**src/rtl/ctrl_pipe.sv**
```systemverilog
// Control-signal pipeline for the RV32 core: carries decoded controls ID->EX->MEM->WB,
// inserts load-use bubbles, squashes wrong-path work on taken branches and freezes on mem_busy.
module ctrl_pipe #(
  parameter int CNT_W = 16
) (
  input  logic             clk,
  input  logic             rst,
  input  logic             id_valid,
  input  logic             id_branch,
  input  logic             id_memread,
  input  logic             id_memtoreg,
  input  logic             id_memwrite,
  input  logic             id_alusrc,
  input  logic             id_regwrite,
  input  logic             id_i_type,
  input  logic             id_lui_flag,
  input  logic [1:0]       id_aluop,
  input  logic [1:0]       id_aj_control,
  input  logic [4:0]       id_rs1,
  input  logic [4:0]       id_rs2,
  input  logic [4:0]       id_rd,
  input  logic             ex_taken,
  input  logic             mem_busy,
  output logic             stall,
  output logic             flush_ifid,
  output logic             ex_valid,
  output logic             ex_branch,
  output logic             ex_memread,
  output logic             ex_memtoreg,
  output logic             ex_memwrite,
  output logic             ex_alusrc,
  output logic             ex_regwrite,
  output logic             ex_i_type,
  output logic             ex_lui_flag,
  output logic [1:0]       ex_aluop,
  output logic [1:0]       ex_aj_control,
  output logic [4:0]       ex_rd,
  output logic             mem_valid,
  output logic             mem_memread,
  output logic             mem_memwrite,
  output logic             mem_memtoreg,
  output logic             mem_regwrite,
  output logic [1:0]       mem_aj_control,
  output logic [4:0]       mem_rd,
  output logic             wb_valid,
  output logic             wb_memtoreg,
  output logic             wb_regwrite,
  output logic [1:0]       wb_aj_control,
  output logic [4:0]       wb_rd,
  output logic [CNT_W-1:0] stall_count,
  output logic [CNT_W-1:0] flush_count
);

  typedef enum logic [1:0] {
    MODE_RUN,
    MODE_STALL,
    MODE_FLUSH,
    MODE_FREEZE
  } mode_t;

  typedef struct packed {
    logic       valid;
    logic       branch;
    logic       memread;
    logic       memtoreg;
    logic       memwrite;
    logic       alusrc;
    logic       regwrite;
    logic       i_type;
    logic       lui_flag;
    logic [1:0] aluop;
    logic [1:0] aj_control;
    logic [4:0] rd;
  } ex_stage_t;

  typedef struct packed {
    logic       valid;
    logic       memread;
    logic       memwrite;
    logic       memtoreg;
    logic       regwrite;
    logic [1:0] aj_control;
    logic [4:0] rd;
  } mem_stage_t;

  typedef struct packed {
    logic       valid;
    logic       memtoreg;
    logic       regwrite;
    logic [1:0] aj_control;
    logic [4:0] rd;
  } wb_stage_t;

  ex_stage_t  ex_q, ex_next, id_bundle;
  mem_stage_t mem_q, mem_next;
  wb_stage_t  wb_q, wb_next;
  mode_t      mode;
  logic       rs1_used, rs2_used, load_use;

  // jal is deliberately not excluded from rs1 use: a spurious stall is cheaper than a missed hazard
  always_comb begin
    rs1_used = !(id_lui_flag || (id_aj_control == 2'b11));
    rs2_used = !id_alusrc || id_memwrite;
    load_use = ex_q.valid && ex_q.memread && (ex_q.rd != 5'd0) && id_valid &&
               ((rs1_used && (id_rs1 == ex_q.rd)) || (rs2_used && (id_rs2 == ex_q.rd)));
    mode = MODE_RUN;
    if (mem_busy)
      mode = MODE_FREEZE;
    else if (ex_taken && ex_q.valid)
      mode = MODE_FLUSH;
    else if (load_use)
      mode = MODE_STALL;
    stall      = rst && ((mode == MODE_FREEZE) || (mode == MODE_STALL));
    flush_ifid = rst && (mode == MODE_FLUSH);
  end

  always_comb begin
    id_bundle            = '0;
    id_bundle.valid      = id_valid;
    id_bundle.branch     = id_branch;
    id_bundle.memread    = id_memread;
    id_bundle.memtoreg   = id_memtoreg;
    id_bundle.memwrite   = id_memwrite;
    id_bundle.alusrc     = id_alusrc;
    id_bundle.regwrite   = id_regwrite;
    id_bundle.i_type     = id_i_type;
    id_bundle.lui_flag   = id_lui_flag;
    id_bundle.aluop      = id_aluop;
    id_bundle.aj_control = id_aj_control;
    id_bundle.rd         = id_rd;
    ex_next = ((mode == MODE_RUN) && id_valid) ? id_bundle : '0;

    mem_next            = '0;
    mem_next.valid      = ex_q.valid;
    mem_next.memread    = ex_q.valid && ex_q.memread;
    mem_next.memwrite   = ex_q.valid && ex_q.memwrite;
    mem_next.memtoreg   = ex_q.memtoreg;
    mem_next.regwrite   = ex_q.valid && ex_q.regwrite;
    mem_next.aj_control = ex_q.aj_control;
    mem_next.rd         = ex_q.rd;

    wb_next            = '0;
    wb_next.valid      = mem_q.valid;
    wb_next.memtoreg   = mem_q.memtoreg;
    wb_next.regwrite   = mem_q.valid && mem_q.regwrite;
    wb_next.aj_control = mem_q.aj_control;
    wb_next.rd         = mem_q.rd;
  end

  always_ff @(posedge clk or negedge rst) begin
    if (!rst) begin
      ex_q  <= '0;
      mem_q <= '0;
      wb_q  <= '0;
    end else if (mode != MODE_FREEZE) begin
      ex_q  <= ex_next;
      mem_q <= mem_next;
      wb_q  <= wb_next;
    end
  end

  // Debug counters stick at all-ones rather than wrapping
  always_ff @(posedge clk or negedge rst) begin
    if (!rst) begin
      stall_count <= '0;
      flush_count <= '0;
    end else begin
      if ((mode == MODE_STALL) && (stall_count != {CNT_W{1'b1}}))
        stall_count <= stall_count + CNT_W'(1);
      if ((mode == MODE_FLUSH) && (flush_count != {CNT_W{1'b1}}))
        flush_count <= flush_count + CNT_W'(1);
    end
  end

  assign ex_valid       = ex_q.valid;
  assign ex_branch      = ex_q.branch;
  assign ex_memread     = ex_q.valid && ex_q.memread;
  assign ex_memtoreg    = ex_q.memtoreg;
  assign ex_memwrite    = ex_q.valid && ex_q.memwrite;
  assign ex_alusrc      = ex_q.alusrc;
  assign ex_regwrite    = ex_q.valid && ex_q.regwrite;
  assign ex_i_type      = ex_q.i_type;
  assign ex_lui_flag    = ex_q.lui_flag;
  assign ex_aluop       = ex_q.aluop;
  assign ex_aj_control  = ex_q.aj_control;
  assign ex_rd          = ex_q.rd;

  assign mem_valid      = mem_q.valid;
  assign mem_memread    = mem_q.valid && mem_q.memread;
  assign mem_memwrite   = mem_q.valid && mem_q.memwrite;
  assign mem_memtoreg   = mem_q.memtoreg;
  assign mem_regwrite   = mem_q.valid && mem_q.regwrite;
  assign mem_aj_control = mem_q.aj_control;
  assign mem_rd         = mem_q.rd;

  assign wb_valid       = wb_q.valid;
  assign wb_memtoreg    = wb_q.memtoreg;
  assign wb_regwrite    = wb_q.valid && wb_q.regwrite;
  assign wb_aj_control  = wb_q.aj_control;
  assign wb_rd          = wb_q.rd;

endmodule

```
**config.mk**
```make
export PLATFORM = sky130hd
export DESIGN_NAME = ctrl_pipe
export DESIGN_NICKNAME = d
export VERILOG_FILES = /design/src/rtl/ctrl_pipe.sv
export SDC_FILE = /design/constraint.sdc
export NUM_CORES = 1
export LEC_CHECK = 0
export ABC_AREA = 1
export CAP_MARGIN = 25
export CORE_ASPECT_RATIO = 1.4
export CORE_MARGIN = 2
export CORE_UTILIZATION = 25
export CTS_CLUSTER_SIZE = 25
export DETAILED_ROUTE_END_ITERATION = 16
export HOLD_SLACK_MARGIN = 0.12
export PLACE_DENSITY = 0.59
export SETUP_SLACK_MARGIN = 0.15
export SLEW_MARGIN = 20
export SYNTH_ARGS = -nofsm -noshare
export SYNTH_HDL_FRONTEND = slang
export SYNTH_SLANG_ARGS = --single-unit
```
**constraint.sdc**
```tcl
create_clock -name clk -period 3.9 [get_ports clk]
set_input_delay 0.585 -clock clk [delete_from_list [all_inputs] [get_ports clk]]
set_output_delay 0.585 -clock clk [all_outputs]
set_load 0.02 [all_outputs]
```
==> key figures <==
Layout
  • # nets final: between 600 and 700
  • Register area: around 1800 um^2
  • Multi-input logic area: 1670 um^2
  • Layout cell share with drive strength beyond 1: 7.02%
  • # fillers: 1681
  • Post-Layout Inst Area: 5280 um^2
  • P&R area growth vs syn: 35.4%
  • Core Util, Final: about a third

Synthesis
  • Synth area leaders: dfrtp_1 (46%), nand2_1 (20%), buf_4 (4.6%)
  • Xor-xnor portion of the synthesized cell area: around 5.6%
  • #FFs+latches synth: 72
  • Main combinational cell family by area after synthesis: simple AND/OR/NAND/NOR gates
  • Asr flop ratio synth: 100%
  • Yosys cell types: 28
  • Mapped Cells: 508
  • Syn. warnings: 0
  • Post-synth top cells: nand2_1 (208), dfrtp_1 (72), inv_1 (43)
  • Cell taking the most area after synthesis: dfrtp_1
  • Post-synth EDFFs: 0
  • Top-area cell type share of the netlist area: a little under half
  • Top FF cell, synth: dfrtp_1
  • Mux share of post-synthesis cell area: 0%
  • Syn Nets: 542
  • Syn avg cell area: ~7.7 um^2
  • Simple-gate portion of the synthesized area: between 30 and 40%
  • Sequential fraction of the synthesis area: ~46%
  • Area of the mapped netlist: 3900 um^2
  • Post-synthesis compound-gate area fraction: 4.07%
  • Most numerous cell in the Yosys netlist: nand2_1
  • Post-Synth Adder-Cell Area: less than 1%

Worst setup path
  • WP data required: about 3300 ps
  • CP endpoint kind: output pin
  • Crit path max fanout: 3
  • Arr. time, crit path: roughly 2400 ps
  • Startpoint Class: primary input
  • Worst reg2reg path depth: 5
  • Setup CP Type: primary input to output pin

Timing
  • Max transition margin: between 30% and 40%
  • Worst slew pin tran: around 910 ps
  • Final Skew: around 7.1 ps
  • Tcrit/Tclk final: approximately 76%
  • Fin Setup TNS: 0 ps
  • Slew Limit Fails: 0
  • Hold Vio Cnt, Final: 0
  • Unrepaired setup endpoints after global routing: no
  • # setup viols final: 0
  • Tmin final: between 2000 and 3000 ps
  • Fmax: ~340 MHz

Routing
  • DRT antenna net count: 0
  • DR WL/cell: 13.3 um
  • Initial detailed-routing violation count: about 150
  • Vias: about 3400
  • Routed WL: about 11000 um
  • Vias per inst: around 4.2
  • DRT Pass-1 Iters: 4
  • DRC Markers: 0

Placement
  • Post-place instance area: 4970 um^2
  • Hpwl dp: 7690 um
  • GP Congestion: 0.801
  • Input/output buffers: 105

Worst hold path
  • Hold depth: 2
  • Min-delay worst type: register to register

Clock network
  • Worst-path clk slew: roughly 60 ps
  • Clock latency on the worst-skew pair: ~340 ps
  • CTS tree: yes
  • H-tree depth: 3
  • Worst-case clock buffer depth: 2
  • Clock sink total: 72
  • Root buffer cell: clkbuf_16
  • Post CTS Setup Buffer Count: 0
  • CTS buffer count: 9

Power
  • Cell Pwr Density: slightly below 400 nW/um^2
  • Power after layout: between 2000 and 2500 uW
  • Static leakage: around 0.0024 uW
  • Worst VDD drop: 0.000161 V

Floorplanning
  • Starting Density: 25.3%
  • Die Width: 110 um
  • Core ar.: 15400 um^2
  • Die Ht: between 150 and 200 um
  • Rows: between 50 and 60
  • Die ar.: between 15000 and 20000 um^2
  • I/O pin cnt: between 100 and 150

Global route
  • Vias in the first global route: between 3000 and 4000
  • Remaining global-route overflow: 0
  • First-pass GRT wire length: between 15000 and 20000 um
  • Largest net degree at the start of global routing: 70
  • Initial antenna violation count: 1
  • Gr usage total: between 10% and 20%

Outcome
  • Status: completed

Job
  • Max Cap Violations: 0
==> layer usage <==
| metal | track usage, % | vias to the layer above | routed length (um) |
|---|---|---|---|
| met3 | 3.43 | 14 | 478 |
| met5 | 0 | - | 0 |
| met4 | 5.24 | 0 | 234 |
| li1 | - | 1725 | - |
| met1 | 17.3 | 1540 | 4720 |
| met2 | 21.8 | 74 | 5110 |
==> worst paths after layout <==
check | from | end | slack, ps
setup / recovery | id_rs1[4] | stall | 920
hold / removal | wb_rd[3]$_DFFE_PN0P_ | wb_rd[3]$_DFFE_PN0P_ | 480
setup reg to reg | ex_valid$_DFFE_PN0P_ | ex_lui_flag$_DFFE_PN0P_ | 1980
hold reg to reg | wb_rd[3]$_DFFE_PN0P_ | wb_rd[3]$_DFFE_PN0P_ | 480
max in group asynchronous | rst | ex_q[11]$_DFFE_PN0P_ | 2240
min in group asynchronous | rst | ex_aj_control[1]$_DFFE_PN0P_ | 580
==> cell usage in the layout (no fill, tap or decap), drive strengths merged <==
cell | Yosys | final
nand2 | 213 | 213
clkdlybuf4s50 | 0 | 104
dfrtp | 72 | 72
inv | 47 | 47
nand3 | 35 | 35
nor2 | 31 | 31
o21ai | 29 | 29
xnor2 | 13 | 13
xor2 | 12 | 12
nor3 | 10 | 10
clkbuf | 7 | 9
buf | 29 | 5
clkinv | 0 | 4
nand3b | 3 | 3
nand4 | 3 | 3
ha | 2 | 2
clkinvlp | 0 | 2
a21oi | 2 | 2
diode | 0 | 1
bufinv | 0 | 1
dlygate4sd3 | 0 | 1
==> critical path: stages <==
cell and delay [ps]:
clkdlybuf4s50_1 490, inv_1 40, nand2_1 50, nand2_1 50, nor2_1 80, nand3_1 110
nand2_2 130, nand2_1 80, a21oi_1 130, clkdlybuf4s50_1 660
==> cell families after synthesis <==
logic type / Yosys count
AND/OR/NAND/NOR: 295
buffers and inverters: 83
flip-flops: 72
AO/OA/AOI/OAI: 31
XOR/XNOR: 25
adder cells (fa/ha/maj): 2
==> what timing repair did <==
item                                    in CTS  in global routing
endpoints found under the hold margin        3                  0
endpoints found under the setup margin       0                  0
resized for setup                            0                  0
hold buffers                                 1                  0
==> area by class of cell <==
cell class                 instances  share of cell area, %
antenna                            1                 0.0474
clock buffer                       9                   4.26
clock inverter                     7                   1.37
inverter                          47                   3.39
multi-input combinational        353                   31.6
sequential                        72                   34.1
tap                              196                   4.64
timing repair buffer             110                   20.6
==> where the power goes <==
group / switching, uW / total, uW / internal [uW]
Clock: 331 / 826 / 495
Combinational: 199 / 378 / 179
Sequential: 60.5 / 867 / 807
Total: 590 / 2070 / 1480
==> state kept, by name, summed over array words and instances (netlist names) <==
register        flops
flush_count        16
mem_aj_control      2
ex_valid            1
stall_count        16
ex_memtoreg         1
mem_q               3
ex_branch           1
wb_rd               5
wb_q                1
ex_aluop            2
wb_aj_control       2
wb_memtoreg         1
ex_alusrc           1
ex_aj_control       2
ex_rd               5
ex_q                3
ex_i_type           1
mem_valid           1
mem_rd              5
mem_memtoreg        1
ex_lui_flag         1
wb_valid            1
==> per-stage QoR <==
stage | hold slack, ps | setup slack [ps] | std cells
floorplan | 289 | 1650 | 508
global placement | 401 | 925 | 777
detailed placement | 396 | 910 | 777
CTS | 482 | 903 | 794
global route | 512 | 729 | 795
finish | 476 | 917 | 795
Note: power is estimated with default switching activity, not from simulation.
